==> config.mk <==
export PLATFORM = sky130hd
export DESIGN_NAME = gba_rom_loader
export DESIGN_NICKNAME = d
export VERILOG_FILES = /design/src/rtl/gba_rom_loader.sv
export SDC_FILE = /design/constraint.sdc
export NUM_CORES = 1
export LEC_CHECK = 0
export ABC_AREA = 1
export ABC_CLOCK_PERIOD_IN_PS = 6150
export BUFFER_PORTS_ARGS = -buffer_cell sky130_fd_sc_hd__buf_4
export CAP_MARGIN = 40
export CORE_ASPECT_RATIO = 1.5
export CORE_MARGIN = 4
export CORE_UTILIZATION = 55
export DETAILED_ROUTE_END_ITERATION = 6
export PLACE_DENSITY = 0.75
export SYNTH_ARGS = -nofsm -noshare
export SYNTH_HDL_FRONTEND = slang
export SYNTH_SLANG_ARGS = --single-unit
==> constraint.sdc <==
create_clock -name clk -period 6.15 [get_ports clk]
set_clock_uncertainty 0.1 [all_clocks]
set_input_delay 1.23 -clock clk [delete_from_list [all_inputs] [get_ports clk]]
set_output_delay 1.23 -clock clk [all_outputs]
set_load 0.02 [all_outputs]
==> src/rtl/gba_rom_loader.sv <==
// gba_rom_loader: boot-time copy of the cart ROM image from SPI flash (mode 0) into BRAM.
// Sends release-power-down, waits, then issues one continuous 0x03 read streaming WORDS words.
module gba_rom_loader #(
    parameter int          WORDS        = 512,
    parameter int          AW           = 9,
    parameter logic [23:0] FLASH_OFFSET = 24'h100000,
    parameter int          CLK_DIV      = 2,
    parameter int          WAKE_WAIT    = 256
) (
    input  logic          clk,
    input  logic          rst,
    output logic          spi_cs_n,
    output logic          spi_sck,
    output logic          spi_mosi,
    input  logic          spi_miso,
    output logic          wr_en,
    output logic [AW-1:0] wr_addr,
    output logic [15:0]   wr_data,
    output logic          busy,
    output logic          done
);
    localparam int DW = CLK_DIV > 1 ? $clog2(CLK_DIV) : 1;
    localparam int WW = WAKE_WAIT > 1 ? $clog2(WAKE_WAIT) : 1;

    typedef enum logic [2:0] {WAKE_CMD, WAKE_WAIT_S, RD_CMD, RD_DATA, WRITE, FINISH, DONE} state_t;

    state_t        state, state_nx;
    logic [DW-1:0] div, div_nx;
    logic [6:0]    cnt, cnt_nx, last;
    logic [WW-1:0] wcnt, wcnt_nx;
    logic [31:0]   sr, sr_nx;
    logic [15:0]   rx, rx_nx, wr_data_nx;
    logic [AW-1:0] idx, idx_nx, wr_addr_nx;
    logic          cs_nx, sck_nx, mosi_nx, tick;

    assign tick  = div == DW'(CLK_DIV - 1);
    assign last  = state == WAKE_CMD ? 7'd16 : 7'd64;
    assign wr_en = state == WRITE;

    always_ff @(posedge clk or posedge rst) begin
        if (rst) begin
            state    <= WAKE_CMD;
            div      <= '0;
            cnt      <= '0;
            wcnt     <= '0;
            sr       <= {8'hAB, 24'h0};
            rx       <= '0;
            idx      <= '0;
            wr_addr  <= '0;
            wr_data  <= '0;
            spi_cs_n <= 1'b1;
            spi_sck  <= 1'b0;
            spi_mosi <= 1'b0;
            busy     <= 1'b0;
            done     <= 1'b0;
        end else begin
            state    <= state_nx;
            div      <= div_nx;
            cnt      <= cnt_nx;
            wcnt     <= wcnt_nx;
            sr       <= sr_nx;
            rx       <= rx_nx;
            idx      <= idx_nx;
            wr_addr  <= wr_addr_nx;
            wr_data  <= wr_data_nx;
            spi_cs_n <= cs_nx;
            spi_sck  <= sck_nx;
            spi_mosi <= mosi_nx;
            busy     <= state_nx != DONE;
            done     <= state_nx == DONE;
        end
    end

    always_comb begin
        state_nx   = state;
        div_nx     = tick ? '0 : div + 1'b1;
        cnt_nx     = cnt;
        wcnt_nx    = wcnt;
        sr_nx      = sr;
        rx_nx      = rx;
        idx_nx     = idx;
        wr_addr_nx = wr_addr;
        wr_data_nx = wr_data;
        cs_nx      = spi_cs_n;
        sck_nx     = spi_sck;
        mosi_nx    = spi_mosi;
        case (state)
            // cnt counts half-periods: 0 = CS setup, odd = rise, even = fall, last+1 = CS hold
            WAKE_CMD, RD_CMD: if (tick) begin
                if (cnt == 7'd0) begin
                    cs_nx   = 1'b0;
                    mosi_nx = sr[31];
                    cnt_nx  = 7'd1;
                end else if (cnt == last + 7'd1) begin
                    cs_nx    = 1'b1;
                    mosi_nx  = 1'b0;
                    cnt_nx   = '0;
                    wcnt_nx  = '0;
                    state_nx = WAKE_WAIT_S;
                end else if (cnt[0]) begin
                    sck_nx = 1'b1;
                    cnt_nx = cnt + 7'd1;
                end else begin
                    sck_nx  = 1'b0;
                    sr_nx   = sr << 1;
                    mosi_nx = sr[30];
                    cnt_nx  = cnt + 7'd1;
                    if (state == RD_CMD && cnt == last) begin
                        mosi_nx  = 1'b0;
                        cnt_nx   = '0;
                        state_nx = RD_DATA;
                    end
                end
            end
            WAKE_WAIT_S: begin
                wcnt_nx = wcnt + 1'b1;
                if (wcnt == WW'(WAKE_WAIT - 1)) begin
                    wcnt_nx  = '0;
                    sr_nx    = {8'h03, FLASH_OFFSET};
                    state_nx = RD_CMD;
                end
            end
            RD_DATA: if (tick) begin
                cnt_nx = cnt + 7'd1;
                if (!cnt[0]) begin
                    sck_nx = 1'b1;
                    rx_nx  = {rx[14:0], spi_miso};
                end else begin
                    sck_nx = 1'b0;
                    if (cnt == 7'd31) begin
                        cnt_nx     = '0;
                        wr_addr_nx = idx;
                        wr_data_nx = {rx[7:0], rx[15:8]};
                        state_nx   = WRITE;
                    end
                end
            end
            WRITE: begin
                state_nx = idx == AW'(WORDS - 1) ? FINISH : RD_DATA;
                idx_nx   = idx == AW'(WORDS - 1) ? idx : idx + 1'b1;
            end
            // waiting for a tick keeps CS low for a full half-period after the last SCK fall
            FINISH: if (tick) begin
                cs_nx    = 1'b1;
                state_nx = DONE;
            end
            default: ;
        endcase
    end
endmodule

==> run metrics <==
final core occ=63.3%; Slew headroom=46.0%; critical path peak fanout=6; # DRC=0; hold buffers post-CTS=0; WL final=7.79 mm; #FFs+latches synth=86; switching share of total power=21.8%; ant diodes=0; Critical Path Source Type=flop; post-synthesis cell area=4050 sq um; RD Place Congestion=0.837; most frequent cells in the layout=nand2_1 (130), dfrtp_1 (80), inv_1 (63); kind of critical path=reg -> out; Mapped Avg Cell Area=8.50 sq um; clock-pin slew on the worst setup and hold paths=0.08 ns; row count=38; Final Cycle Share=44.8%; share of cells above drive strength 1=15.1%; Post-Syn Instances=477; R2R cell count=6; status=complete, no violations; CTS root buf=clkbuf_8; worst min-delay path category=reg -> reg; Worst-Margin Slew=0.809 ns; Internal=0.737 mW; max-slew violations=0; Detailed Place HPWL=5.54 mm; Setup crit end kind=primary output; CTS Buf Count=9; clock share of power=38.6%; Leakage=2.25 nW; RSZ-0062 raised after global routing=no; post-synth top area cell=dfrtp_1; most common cell after layout, fill and taps aside=nand2_1; post-synth net total=487; Critical Path AT=1.43 ns; Seq pwr share=60.0%; IO Count=34; YS warnings=0; Routed Antenna Nets=0; power density over the cells=206 nW/um^2; Sum Neg Setup Slack=0 ns; endpoint of the worst hold path=wr_data[9]; Final #Nets=521; initial core utilization=56.1%; Final setup viols=0; vias per std cell=5.11; first-pass GRT wire length=13.8 mm; Synth-to-Final Area Change=12.9%; Hold Crit Depth=2; Die X-Extent=78.1 um; Switch Pwr=0.206 mW; die height=113 um; Final Hold Fails=0; Crit Reg-Reg Startpoint=state[0]; FF-to-FF End=sr[22]; cts repair resizes=0; via count=3146; max_cap viols=0; Synth area leaders=dfrtp_1 (49%), nand2_1 (12%), o21ai_0 (6.4%); CTS tree=built; Hold Crit Start=wr_data[9]; WP data required=4.82 ns; Congestion Overflow GR=0; sequential fraction of the synthesis area=53.3%; synth unique cells=34; Die ar.=8840 sq um; area share of the largest cell type after synthesis=49.4%; Logic pwr share=1.5%; Post-CTS Setup Bufs=0; DRT iter0 DRCs=151; Sink Count=86; post-layout minimum cycle time=2.76 ns; Port Buf Inserts=33; number of global-route vias before repair=3138; pin count of the biggest net entering global routing=49; FMAX=363 MHz; Total GRT Usage=19.4%; initial antenna violation count=0; Peak VDD IR=0.213 mV; wire per inst=12.6 um; clock tree buffer depth=2; DRT Pass-1 Iters=4; Clk Latency, worst-skew pair=0.35 ns; H-tree depth reported by CTS=3; R2R Setup Slk=3.52 ns; core outline area=7230 sq um
## synth_stat cells
master,number
nor2_4,2
nand4_1,11
nor3_2,2
o21ai_0,52
nand2_1,130
o21ai_1,3
o211ai_1,1
or2_2,3
nand3b_1,2
dfstp_2,6
buf_2,6
clkbuf_1,4
a22oi_1,1
a21oi_1,6
nand3_1,32
buf_6,2
xnor2_1,1
inv_2,4
a21oi_4,1
nor2_2,1
ha_1,7
o21ai_2,1
xor2_1,8
nand4_4,2
mux2_2,3
o22ai_1,1
o21a_1,1
nand3_2,2
nor2_1,33
inv_1,64
a31oi_1,1
dfrtp_1,80
nor3_1,3
clkbuf_2,1
## worst max-delay path by stage
stage / startpoint / to / slack (ns) / cells after the start
after CTS: state[1] / wr_en / 3.35 / 4
after global routing: state[0] / sr[30] / 3.24 / 6
after global placement: state[0] / sr[26] / 3.69 / 6
after floorplan: rst / asynchronous set/reset pin / 2.61 / 1
after detailed placement: state[0] / sr[21] / 3.54 / 6
final: state[1] / wr_en / 3.39 / 4
## cell type report
cell class                      instances  area [sq um]
Clock inverter                          3          20.0
Clock buffer                           13           159
Fill cell                             635          2650
Multi-Input combinational cell        310          1570
Timing Repair Buffer                   36           290
Tap cell                              100           125
Sequential cell                        86          2160
Inverter                               68           256
## kinds of logic after synthesis
logic type	after synthesis	synth area share, %
AND/OR/NAND/NOR	223	24.7
flip-flops	86	53.3
buffers and inverters	81	8.09
AO/OA/AOI/OAI	68	9.01
XOR/XNOR	9	1.94
adder cells (fa/ha/maj)	7	2.16
multiplexers	3	0.833
## stage by stage
step	cell area [sq um]	total power [mW]	worst slack, ns	hold WS (ns)	cells
after floorplan	4050	0.585	2.61	0.342	477
after global placement	4360	0.590	3.69	0.367	598
after detailed placement	4400	0.591	3.54	0.374	600
after CTS	4580	0.955	3.35	0.394	616
after global routing	4580	0.979	3.24	0.415	616
final	4580	0.942	3.39	0.388	616
## power groups by stage
stage	Clock, mW	Combinational [mW]	Sequential [mW]
2_1_floorplan	0	0.00855	0.577
4_1_cts	0.375	0.0148	0.565
5_1_grt	0.397	0.0164	0.566
3_5_place_dp	0	0.0148	0.577
6_report	0.363	0.0137	0.565
3_3_place_gp	0	0.0129	0.577
## critical path, stage by stage (launching register included)
cell and delay (ns):
dfrtp_1 0.47, inv_2 0.14, nand2_1 0.09, nor2_1 0.19
buf_4 0.18
## registers in the layout, summed over array words and instances, names as in the netlist, named ones only
signal / flops
div: 1
wcnt: 8
state: 3
cnt: 6
spi_sck: 1
done: 1
spi_cs_n: 1
busy: 1
spi_mosi: 1
wr_addr: 9
sr: 12
rx: 16
idx: 9
wr_data: 16
## routing by layer
layer	vias to the layer above	global-route usage [%]	wire, um
met5	-	0	0
met4	0	9.80	221
met3	17	4.54	271
met2	59	31.7	3830
met1	1492	23.9	3470
li1	1578	-	-
Power figures use the tool's default switching activity.
